===== src/rtl/eth_rx_pkg.sv =====
// eth_rx_pkg: shared types, constants and the CRC-32 byte step for the
// GMII receive framer.
//   rx_state_t    - framer states (IDLE / PRE / DATA / DROP)
//   ETH_PREAMBLE  - preamble byte
//   ETH_SFD       - start-of-frame delimiter
//   CRC32_INIT    - CRC register start value
//   CRC32_RESIDUE - good-frame residue, written MSB-first (normal bit order)
//   crc32_byte()  - one-byte step of the reflected CRC-32 (poly 0xEDB88320)
//   bit_rev32()   - reverses the bit order of a 32-bit word
package eth_rx_pkg;

    typedef enum logic [1:0] {
        IDLE = 2'd0,
        PRE  = 2'd1,
        DATA = 2'd2,
        DROP = 2'd3
    } rx_state_t;

    localparam logic [7:0]  ETH_PREAMBLE  = 8'h55;
    localparam logic [7:0]  ETH_SFD       = 8'hD5;
    localparam logic [31:0] CRC32_INIT    = 32'hFFFF_FFFF;
    localparam logic [31:0] CRC32_RESIDUE = 32'hC704_DD7B;
    localparam logic [31:0] CRC32_POLY    = 32'hEDB8_8320;

    function automatic logic [31:0] crc32_byte(input logic [31:0] crc,
                                               input logic [7:0]  data);
        logic [31:0] c;
        c = crc ^ {24'h0, data};
        for (int i = 0; i < 8; i++)
            c = c[0] ? ((c >> 1) ^ CRC32_POLY) : (c >> 1);
        return c;
    endfunction

    function automatic logic [31:0] bit_rev32(input logic [31:0] v);
        logic [31:0] r;
        for (int i = 0; i < 32; i++)
            r[i] = v[31-i];
        return r;
    endfunction

endpackage


===== src/rtl/gmii_byte_packer.sv =====
// gmii_byte_packer: packs a byte stream into DATA_W-bit words, lane 0 first.
//   clk, rst      - clock, synchronous active-high reset
//   start         - SFD seen: clear the lane counter, arm the sop marker
//   push          - data_byte is a frame byte
//   last          - data_byte is the final byte of the frame
//   data_byte     - byte to pack
//   word_valid    - one-cycle word strobe
//   word_data     - packed word; lanes past the last byte read as 0
//   word_keep     - filled lanes, contiguous from lane 0
//   word_sop      - first word after start
//   word_eop      - word holding the last byte
module gmii_byte_packer
    import eth_rx_pkg::*;
#(
    parameter int DATA_W = 32
) (
    input  logic                clk,
    input  logic                rst,
    input  logic                start,
    input  logic                push,
    input  logic                last,
    input  logic [7:0]          data_byte,
    output logic                word_valid,
    output logic [DATA_W-1:0]   word_data,
    output logic [DATA_W/8-1:0] word_keep,
    output logic                word_sop,
    output logic                word_eop
);
    localparam int LANES  = DATA_W / 8;
    localparam int LANE_W = (LANES > 1) ? $clog2(LANES) : 1;

    logic [LANE_W-1:0] lane;
    logic [DATA_W-1:0] acc;
    logic [DATA_W-1:0] acc_next;
    logic [LANES-1:0]  keep_next;
    logic              sop_pend;
    logic              full;

    always_comb begin
        acc_next = acc;
        acc_next[{lane, 3'b000} +: 8] = data_byte;
        for (int i = 0; i < LANES; i++)
            keep_next[i] = (i <= int'(lane));
        full = (lane == LANE_W'(LANES - 1));
    end

    // acc is cleared after every emitted word, so lanes beyond the last byte
    // of a short final word are already zero.
    always_ff @(posedge clk) begin
        if (rst) begin
            lane       <= '0;
            acc        <= '0;
            sop_pend   <= 1'b0;
            word_valid <= 1'b0;
            word_data  <= '0;
            word_keep  <= '0;
            word_sop   <= 1'b0;
            word_eop   <= 1'b0;
        end else begin
            word_valid <= 1'b0;
            word_sop   <= 1'b0;
            word_eop   <= 1'b0;
            if (start) begin
                lane     <= '0;
                acc      <= '0;
                sop_pend <= 1'b1;
            end else if (push) begin
                if (full || last) begin
                    word_valid <= 1'b1;
                    word_data  <= acc_next;
                    word_keep  <= keep_next;
                    word_sop   <= sop_pend;
                    word_eop   <= last;
                    sop_pend   <= 1'b0;
                    lane       <= '0;
                    acc        <= '0;
                end else begin
                    acc  <= acc_next;
                    lane <= lane + LANE_W'(1);
                end
            end
        end
    end

endmodule


===== src/rtl/gmii_rx_framer.sv =====
// gmii_rx_framer: GMII receive frame delineator. Strips preamble/SFD, packs
// DA..FCS into DATA_W words, checks FCS, length and rx_er, counts frames.
//   clk, rst                 - gmii_rx_clk, synchronous active-high reset
//   gmii_rx_dv/er, gmii_rxd  - GMII receive inputs
//   out_valid/data/keep      - packed word stream, no backpressure
//   out_sop, out_eop         - first / last word of a frame
//   out_err                  - frame bad, qualified by out_eop
//   frame_len                - byte length of the last frame (saturating)
//   good_cnt, bad_cnt        - frame counters (wrapping)
module gmii_rx_framer
    import eth_rx_pkg::*;
#(
    parameter int DATA_W  = 32,
    parameter int MIN_LEN = 64,
    parameter int MAX_LEN = 1518,
    parameter int CNT_W   = 32
) (
    input  logic                clk,
    input  logic                rst,
    input  logic                gmii_rx_dv,
    input  logic                gmii_rx_er,
    input  logic [7:0]          gmii_rxd,
    output logic                out_valid,
    output logic [DATA_W-1:0]   out_data,
    output logic [DATA_W/8-1:0] out_keep,
    output logic                out_sop,
    output logic                out_eop,
    output logic                out_err,
    output logic [15:0]         frame_len,
    output logic [CNT_W-1:0]    good_cnt,
    output logic [CNT_W-1:0]    bad_cnt
);
    rx_state_t   state;
    logic        dv_d, er_d;
    logic [7:0]  rxd_d;
    logic [31:0] crc;
    logic [15:0] len;
    logic        err_sticky;

    logic        in_data, is_last, start;
    logic [31:0] crc_next;
    logic [15:0] len_next;
    logic        err_next;

    // The live gmii_rx_dv is one byte ahead of rxd_d, so its fall marks
    // rxd_d as the final byte of the frame.
    always_comb begin
        in_data  = (state == DATA) && dv_d;
        is_last  = in_data && !gmii_rx_dv;
        start    = (state == PRE) && dv_d && (rxd_d == ETH_SFD);
        crc_next = crc32_byte(crc, rxd_d);
        len_next = (len == 16'hFFFF) ? len : len + 16'd1;
        // The residue constant is in normal bit order; the shift-right
        // register holds it bit-reversed.
        err_next = err_sticky || er_d
                || (bit_rev32(crc_next) != CRC32_RESIDUE)
                || (int'(len_next) < MIN_LEN)
                || (int'(len_next) > MAX_LEN);
    end

    always_ff @(posedge clk) begin
        if (rst) begin
            dv_d       <= 1'b0;
            er_d       <= 1'b0;
            rxd_d      <= '0;
            state      <= IDLE;
            crc        <= CRC32_INIT;
            len        <= '0;
            err_sticky <= 1'b0;
            out_err    <= 1'b0;
            frame_len  <= '0;
            good_cnt   <= '0;
            bad_cnt    <= '0;
        end else begin
            dv_d    <= gmii_rx_dv;
            er_d    <= gmii_rx_er;
            rxd_d   <= gmii_rxd;
            out_err <= 1'b0;
            case (state)
                IDLE: if (dv_d) state <= (rxd_d == ETH_PREAMBLE) ? PRE : DROP;
                PRE: begin
                    if (!dv_d)                      state <= IDLE;
                    else if (rxd_d == ETH_PREAMBLE) state <= PRE;
                    else if (rxd_d == ETH_SFD) begin
                        state      <= DATA;
                        crc        <= CRC32_INIT;
                        len        <= '0;
                        err_sticky <= 1'b0;
                    end else                        state <= DROP;
                end
                DATA: begin
                    if (!dv_d) begin
                        // dv fell right after the SFD: nothing to emit,
                        // but the frame had started.
                        state   <= IDLE;
                        bad_cnt <= bad_cnt + CNT_W'(1);
                    end else begin
                        crc        <= crc_next;
                        len        <= len_next;
                        err_sticky <= err_sticky | er_d;
                        if (is_last) begin
                            state     <= IDLE;
                            out_err   <= err_next;
                            frame_len <= len_next;
                            if (err_next) bad_cnt  <= bad_cnt + CNT_W'(1);
                            else          good_cnt <= good_cnt + CNT_W'(1);
                        end
                    end
                end
                DROP: if (!dv_d) state <= IDLE;
                default: state <= IDLE;
            endcase
        end
    end

    gmii_byte_packer #(.DATA_W(DATA_W)) u_packer (
        .clk        (clk),
        .rst        (rst),
        .start      (start),
        .push       (in_data),
        .last       (is_last),
        .data_byte  (rxd_d),
        .word_valid (out_valid),
        .word_data  (out_data),
        .word_keep  (out_keep),
        .word_sop   (out_sop),
        .word_eop   (out_eop)
    );

endmodule


===== config.mk =====
export PLATFORM = sky130hd
export DESIGN_NAME = gmii_rx_framer
export DESIGN_NICKNAME = d
export VERILOG_FILES = /design/src/rtl/eth_rx_pkg.sv /design/src/rtl/gmii_byte_packer.sv /design/src/rtl/gmii_rx_framer.sv
export SDC_FILE = /design/constraint.sdc
export NUM_CORES = 1
export LEC_CHECK = 0
export ABC_AREA = 1
export CORE_MARGIN = 8
export CORE_UTILIZATION = 45
export CTS_CLUSTER_SIZE = 14
export DETAILED_ROUTE_END_ITERATION = 16
export PLACE_DENSITY = 0.65
export SYNTH_ARGS = -nofsm -noshare
export SYNTH_HDL_FRONTEND = slang
export SYNTH_HIERARCHICAL = 1
export SYNTH_SLANG_ARGS = --single-unit

===== constraint.sdc =====
create_clock -name clk -period 2.6 [get_ports clk]
set_input_delay 0.65 -clock clk [delete_from_list [all_inputs] [get_ports clk]]
set_output_delay 0.65 -clock clk [all_outputs]
set_load 0.03 [all_outputs]

# == Yosys cells after proc, flatten, opt, wreduce, memory -nomap -nowiden ==
# Index checks and enable logic that the tools add are counted.
# word_totals
ff_bits,216
latch_bits,0
ram_bits,0
rom_bits,0
in_bits,12
out_inout_bits,120
elab_cells,133
n_memories,0
# op_classes
addsub,5
n_mul,0
div_mod_pow,0
order_cmp,5
n_eq_ne,17
shift,2
mux,43
bitwise_logic,17
reduce_logical,25
# ops
cell,n
32-bit two-way mux,16
13-bit NOT with 14-bit output,8
16-bit two-way mux,5
"32-bit by 1-bit adder with 32-bit output, second input constant",2
32-bit case mux with 2 select lines,1
32-bit bitwise mux,1
"32-bit inequality test, second input constant",1
16-bit case mux with 2 select lines,1
"8-bit by 7-bit variable shift with 32-bit output, first input constant",1
8-bit by 7-bit indexed part select with 32-bit output,1
32-bit by 8-bit bitwise XOR with 32-bit output,1
"16-bit by 1-bit adder with 16-bit output, second input constant",1
"16-bit == test, second input constant",1
"16-bit by 11-bit greater-than comparator with 1-bit output, second input constant",1
"16-bit by 7-bit < comparator with 1-bit output, second input constant",1
2-bit two-way mux,8
3-bit AND reduction,4
"2-bit inequality test, second input constant",5
1-bit two-way mux,9
"8-bit by 7-bit == test with 1-bit output, second input constant",1
"8-bit == test, second input constant",1
2-bit case mux with 4 select lines,1
4-bit OR reduction,2
5-bit negation with 7-bit output,1
other kinds (20),40

# == Logic depth before layout (Yosys ltp) ==
# Gate-level depths: netlist of the first run.
# depth
ltp_word,24
depth_mapped,21
depth_no_buf,20

# == By module ==
# The synthesis of the first run kept the hierarchy.
# by_module_without_submodules
mod,n_inst,cells_per_inst,area_per_inst_um2,seq_area_each_um2
gmii_rx_framer,1,1346,8503.2,2842.7
gmii_byte_packer,1,481,3314.4,1481.4

# == Worst setup path before layout of the first run ==
# Ideal clock, no wire load.
# synth_timing
path_type,register to register
startpoint,register rxd_d[1]
endpoint,register good_cnt[19]
arrival_ps,2270
setup_slack_ps,202
stages_incl_launch_ff,22
cell_sequence,dfxtp_1 > inv_1 > nand2_1 > nand2_4 > nand2_2 > nand2_4 > inv_2 > ha_1 > nand4_1 > nor2_1 > nand2_1 > nor2_1 > nand3_1 > nor2_2 > nand3_2 > nor2_8 > nand2_2 > buf_2 > nor2_1 > nand2_1 > nand2_1 > nor2_1
# synth_between
elab_chain_cells,19
# synth_rtl
item,line_no,source
start: declaration,gmii_rx_framer.sv:35,logic [7:0] rxd_d;
start signal: assignment,gmii_rx_framer.sv:77,rxd_d <= gmii_rxd;
32-bit by 8-bit bitwise XOR with 32-bit output *,eth_rx_pkg.sv:28,"c = crc ^ {24'h0, data};"
32-bit two-way mux * (2 in series),eth_rx_pkg.sv:30,c = c[0] ? ((c >> 1) ^ CRC32_POLY) : (c >> 1);
13-bit NOT with 14-bit output (no source line) / 32-bit two-way mux (equally long branches),n/a,
32-bit two-way mux *,eth_rx_pkg.sv:30,
13-bit NOT with 14-bit output (no source line) / 32-bit two-way mux (equally long branches),n/a,
32-bit two-way mux * (2 in series),eth_rx_pkg.sv:30,
13-bit NOT with 14-bit output (no source line) / 32-bit two-way mux (equally long branches),n/a,
32-bit two-way mux *,eth_rx_pkg.sv:30,
13-bit NOT with 14-bit output (no source line) / 32-bit two-way mux (equally long branches),n/a,
32-bit two-way mux * (2 in series),eth_rx_pkg.sv:30,
32-bit inequality test *,gmii_rx_framer.sv:56,|| (bit_rev32(crc_next) != CRC32_RESIDUE)
1-bit logical OR *,gmii_rx_framer.sv:56,
1-bit logical OR *,gmii_rx_framer.sv:57,|| (int'(len_next) < MIN_LEN)
1-bit logical OR *,gmii_rx_framer.sv:58,|| (int'(len_next) > MAX_LEN);
1-bit NOT (no source line) *,n/a,
4-bit AND reduction (no source line) *,n/a,
end signal: assignment,gmii_rx_framer.sv:106,else good_cnt <= good_cnt + CNT_W'(1);
end: declaration,gmii_rx_framer.sv:30,"output logic [CNT_W-1:0] good_cnt,"
# Mark *: on every way between the ends. The rest lies on a longest branch, timed or not.
# A chain may end at the register's enable or synchronous reset.

# == Final worst setup path of the first run ==
# layout_timing
startpoint,register crc[0]
endpoint,register bad_cnt[11]
# layout_between
elab_chain_cells,20
# layout_rtl
item,line_no,source
start: declaration,gmii_rx_framer.sv:36,logic [31:0] crc;
start signal: assignment,gmii_rx_framer.sv:98,crc <= crc_next;
32-bit by 8-bit bitwise XOR with 32-bit output *,eth_rx_pkg.sv:28,
32-bit two-way mux *,eth_rx_pkg.sv:30,
13-bit NOT with 14-bit output (no source line) / 32-bit two-way mux (equally long branches),n/a,
32-bit two-way mux *,eth_rx_pkg.sv:30,
13-bit NOT with 14-bit output (no source line) / 32-bit two-way mux (equally long branches),n/a,
32-bit two-way mux * (2 in series),eth_rx_pkg.sv:30,
13-bit NOT with 14-bit output (no source line) / 32-bit two-way mux (equally long branches),n/a,
32-bit two-way mux *,eth_rx_pkg.sv:30,
[... 3 more ...],n/a,
13-bit NOT with 14-bit output (no source line),n/a,
32-bit two-way mux *,eth_rx_pkg.sv:30,
32-bit inequality test *,gmii_rx_framer.sv:56,
1-bit logical OR *,gmii_rx_framer.sv:56,
1-bit logical OR *,gmii_rx_framer.sv:57,
1-bit logical OR *,gmii_rx_framer.sv:58,
2-bit by 1-bit inequality test with 1-bit output (no source line) *,n/a,
3-bit AND reduction (no source line) *,n/a,
end signal: assignment,gmii_rx_framer.sv:96,bad_cnt <= bad_cnt + CNT_W'(1);
end signal: assignment,gmii_rx_framer.sv:105,if (err_next) bad_cnt <= bad_cnt + CNT_W'(1);
end: declaration,gmii_rx_framer.sv:31,output logic [CNT_W-1:0] bad_cnt
# Marked as above.

==> reports/results.ini, run 1 <==
[die]
die_x_um = 178
rows = 59
start_util = 0.456
die_area_um2 = 31700
pin_count = 132
fp.dieH_um = 178
core_region_area_um2 = 25900

[worst_setup_path]
r2r_start = crc[0]
required_ns = 3.06
endpoint_kind = register
timing.critical_path.from = crc[0]
cp_max_fo = 8
cp_data_arrival_time_ns = 3.01
criticalPathCategory = reg -> reg
crit_path_start_kind = register

[logic_synthesis]
yosysTopAreaCellShare = 0.366
yosysSeqAreaShare = 0.366
yosysUniqueCellTypes = 36
syn_area_um2 = 11800
synth.avg_cell_area_um2 = 6.47
synthTopCellsByArea = dfxtp_1, nand2_1, inv_1, a21oi_1, nand3_1
synth_top_area_cell = dfxtp_1
yosys_register_bits = 216
synthCells = 1827
syn_nets = 1850
ys_warn_count = 6

[cts]
cts_root_buf = clkbuf_16
hold_buffers = 0
clk_pin_slew_worst_paths_ns = 0.06
cts_max_level = 1
cts_tree = yes
cts_buffer_depth = 3
clock-sinks = 216
insertion_delay_ns = 0.55
cts-buffers-inserted = 26

[sta]
clock.fmax_mhz = 392
hold_ws_ns = 0.462
min_period_ns = 2.55
fin_ws_ns = 0.0491
max_slew_margin = 0.643
rsz0062_at_grt = yes
worst_slew_pin_slew_ns = 0.535
finalMaxSlewViolations = 0
setup_tns_ns = 0
finalSetupViolCount = 0
hold_viol = 0
finalCritPeriodShare = 0.981
fin_worst_skew_ns = 0.0256

[final_layout]
syn_to_final_growth_pct = 34.0
postLayoutCellArea_um2 = 15800
diodes = 0
fill_cells = 2359
final_nets = 2066
final_cell_mix = nand2_1, dfxtp_1, inv_1
drive_gt1_frac = 0.179
instances_no_fill = 2398
final_common_cell = nand2_1
post-route-util = 0.611

[route]
drc = 0
routed_wl_um = 36900
vias = 12512
dr.pass1.iters = 5
vias_per_cell = 5.22
wl_per_cell_um = 15.4
postRouteAntennaNets = 0
drtIter0Drc = 1238

[global_route]
antenna_found_initial = 0
grt_pass1_wl_um = 57400
grt_pass1_vias = 11363
grt_max_degree = 60
overflow = 0
grt_usage = 0.216

[hold_path]
hp-class = reg -> reg
hp-start = u_packer/acc[18]

[outcome]
outcome = finished, final reports clean

[flow_run]
drv_cap = 0

[power_and_ir_drop]
peakVddDrop_uv = 479
pwr_density_cell_nw_per_um2 = 504
power_switching_mw = 2.01
internal_power_mw = 5.98
p_comb_frac = 0.101
p_sw_frac = 0.252
leakagePower_nw = 6.78
pwr-share-seq = 0.420
p_total_mw = 7.99
power_frac_clock = 0.479

[placement]
place_ws_ns = -0.114
hpwlAfterDp_um = 25400
portBuffers = 131
place.gp.congestion = 0.943
dp.cells = 2320
place_area_um2 = 14100

-- worst paths after layout --
check / end / slack, ns / cells after the start
setup / recovery: bad_cnt[11] / 0.05 / 14
hold / removal: u_packer/acc[18] / 0.46 / 2
setup reg to reg: bad_cnt[11] / 0.05 / 14
hold reg to reg: u_packer/acc[18] / 0.46 / 2
-- per-layer routing --
metal  routed length [µm]  GRT usage  up-vias
met5                    0          0        -
met4                  416     0.0448        0
met3                 2460     0.0301       41
met2                16900      0.350      371
met1                17100      0.300     5833
li1                     -          -     6267
-- power groups by stage --
stage	Combinational, mW	Clock, mW	Sequential (mW)
detailed placement	0.661	0	3.43
finish	0.804	3.83	3.36
CTS	0.669	3.90	3.35
global route	0.866	4.03	3.36
global placement	0.662	0	3.43
floorplan	0.399	0	3.43
-- timing repair --
| action | CTS | global route |
|---|---|---|
| gates cloned | 0 | 6 |
| endpoints found under the setup margin | 63 | 97 |
| resized for setup | 11 | 156 |
| pin swaps | 0 | 46 |
| buffers inserted | 0 | 24 |
-- synthesized netlist by cell type, drive strengths merged --
cell type    n
nor3        31
xnor2       14
inv        219
nand3      136
nand4       47
clkinv       2
ha          11
nor2       161
o21bai       7
clkbuf      37
nand2      617
buf         30
nor4        11
nand3b       2
a211oi       2
o21ai       90
dfxtp      216
xor2        43
a211o        2
a41oi        1
o211ai      14
a21oi      134
-- registers in the layout, summed over array words and instances, names as in the netlist, 4 cells and up --
name	count
bad_cnt	32
crc	32
good_cnt	32
u_packer/acc	32
u_packer/word_data	32
frame_len	16
len	16
rxd_d	8
u_packer/word_keep	4
-- final cells by class --
cell class / instances / area, µm² / area share
timing repair buffer: 255 / 2510 / 0.159
tap: 335 / 419 / 0.0265
multi-input combinational: 1323 / 6810 / 0.430
clock buffer: 35 / 714 / 0.0451
clock inverter: 13 / 184 / 0.0116
sequential: 216 / 4360 / 0.275
inverter: 221 / 838 / 0.0529
-- cells by family after synthesis --
family          count (synthesis)  share of synthesized area
compound gates                250                      0.112
xor+xnor                       57                     0.0422
buf+inv                       288                     0.0976
fa+ha+maj                      11                     0.0116
flops                         216                      0.366
simple gates                 1005                      0.371
-- worst max-delay path, stage by stage (launching register included) --
cell and delay (ns):
dfxtp_2 0.34, inv_2 0.09, nand2_2 0.09, nand2_4 0.12
xor2_1 0.30, xor2_2 0.22, nand4_1 0.20, nor2_2 0.21
nand3_4 0.14, nor2_8 0.19, nand2_4 0.10, nand2_8 0.11
clkbuf_16 0.16, nand2_1 0.05, a21oi_1 0.12
(Power assumes the default switching activity.)
==> run 2: changes to the inputs <==
--- a/config.mk
+++ b/config.mk
@@ -10,7 +10,7 @@
 export CORE_UTILIZATION = 45
 export CTS_CLUSTER_SIZE = 14
 export DETAILED_ROUTE_END_ITERATION = 16
-export PLACE_DENSITY = 0.65
+export PLACE_DENSITY = 0.66
 export SYNTH_ARGS = -nofsm -noshare
 export SYNTH_HDL_FRONTEND = slang
 export SYNTH_HIERARCHICAL = 1
==> run 2 against run 1 <==
Effect of this change:
- sequential power is essentially flat
- clock skew about the same
- power down 4.3%
- cell area up 0.36%
- largest power group unchanged
- clock power decreased by 10%
- count of clock-buffer cells in the layout rose by 1
- routed wire length is 2.1% lower
- die area unchanged
- critical endpoint is now good_cnt[26]
- non-clock buffer count up 17
- combinational power increased by 6.8%
- critical path depth increased by 4
==> reports/results.ini, run 2 (synthesis gave the netlist of run 1 again) <==
[outcome]
outcome = finished, final reports clean

[placement]
place.gp.congestion = 0.958
place_area_um2 = 14200
dp.cells = 2332
hpwlAfterDp_um = 25400
portBuffers = 131

[power_and_ir_drop]
pwr_density_cell_nw_per_um2 = 481
leakagePower_nw = 6.82
peakVddDrop_uv = 439

[final_layout]
final_common_cell = nand2_1
syn_to_final_growth_pct = 34.5
final_cell_mix = nand2_1, dfxtp_1, inv_1
postLayoutCellArea_um2 = 15900
instances_no_fill = 2411
fill_cells = 2397
final_nets = 2082
diodes = 0
drive_gt1_frac = 0.185

[route]
drtIter0Drc = 981
routed_wl_um = 36100
postRouteAntennaNets = 0
vias_per_cell = 5.18
dr.pass1.iters = 5
vias = 12483
drc = 0
wl_per_cell_um = 15.0

[sta]
setup_tns_ns = 0
max_slew_margin = 0.694
finalCritPeriodShare = 0.997
hold_viol = 0
worst_slew_pin_slew_ns = 0.458
finalSetupViolCount = 0
rsz0062_at_grt = yes
fin_worst_skew_ns = 0.0257
clock.fmax_mhz = 386
hold_ws_ns = 0.450
min_period_ns = 2.59
finalMaxSlewViolations = 0

[die]
rows = 59
die_x_um = 178
fp.dieH_um = 178
pin_count = 132
core_region_area_um2 = 25900
die_area_um2 = 31700
start_util = 0.456

[cts]
cts-buffers-inserted = 25
clock-sinks = 216
cts_tree = yes
clk_pin_slew_worst_paths_ns = 0.06
cts_max_level = 1
insertion_delay_ns = 0.53
cts_root_buf = clkbuf_16
cts_buffer_depth = 3

[global_route]
grt_max_degree = 45
grt_usage = 0.213
overflow = 0
grt_pass1_vias = 11330
grt_pass1_wl_um = 56700
antenna_found_initial = 0

[flow_run]
drv_cap = 0

[worst_setup_path]
cp_data_arrival_time_ns = 2.97
cp_max_fo = 8
cpMaxStageDelayCell = dfxtp_4
endpoint_kind = register
crit_top_cell = nand2_4
required_ns = 2.98
cpPeakStageDelay_ns = 0.35
crit_family = simple AND/OR/NAND/NOR gates
criticalPathCategory = reg -> reg
crit_path_start_kind = register
crit_chain = inv_2, nand2_2, nand2_4, nand2_4, nand2_4, buf_12, nand2_4, nand2_4, xor2_2, nand2_1, nor2_2, nand4_4, nor3_4, buf_6, clkbuf_16, nand4_1, nand2_1, nor2_1
cp_num_buf_inv = 4

[hold_path]
hp-class = reg -> reg

run 2: cell count changes in the layout (fill, tap and decap cells not counted), sizes merged:
cell / delta
buf: +19
inv: -1
bufinv: -3
clkinv: -3
clkinvlp: +2
clkbuf: -1
run 2: per-layer routing:
layer  track usage  part of all wire
met2         0.344              0.46
met1         0.294              0.46
met4        0.0504             0.021
met3        0.0307             0.063
met5             0                 0
run 2: through the flow:
step                      worst slack, ns  utilization  total power [mW]
after global placement            0.00759        0.547              4.12
after detailed placement          -0.0397        0.547              4.12
final                             0.00862        0.614              7.65
after floorplan                     0.202            -              3.82
after global routing               -0.122        0.614              7.93
after CTS                         0.00386        0.579              7.56
run 2: final cells by class:
type	count	area [µm²]	area share
timing repair buffer	272	2640	0.166
clock buffer	36	727	0.0457
multi-input combinational	1323	6850	0.431
inverter	221	837	0.0527
clock inverter	8	72.6	0.00457
sequential	216	4360	0.274
tap	335	419	0.0264
run 2: worst min-delay path: stages, from the launching register on:
cell and delay, ns:
dfxtp_1 0.29, inv_1 0.07, nor2_1 0.05
run 2: worst paths after layout:
kind	start	end	slack, ns	cells past startpoint
max	rxd_d[1]	good_cnt[26]	0.009	18
min	u_packer/sop_pend	u_packer/word_sop	0.45	2
max reg2reg	rxd_d[1]	good_cnt[26]	0.009	18
min reg2reg	u_packer/sop_pend	u_packer/word_sop	0.45	2
run 2: power by group:
part | internal, mW | switching [mW]
clock network | 2.03 | 1.41
logic | 0.353 | 0.506
registers | 3.33 | 0.0212
total | 5.72 | 1.93
run 2: timing repair:
action / 4_1_cts / 5_1_grt
hold buffers: 0 / 0
gates resized for setup: 8 / 166
buffers inserted: 1 / 29
setup endpoints to repair: 54 / 91
cloned: 0 / 5
pin swaps: 3 / 60
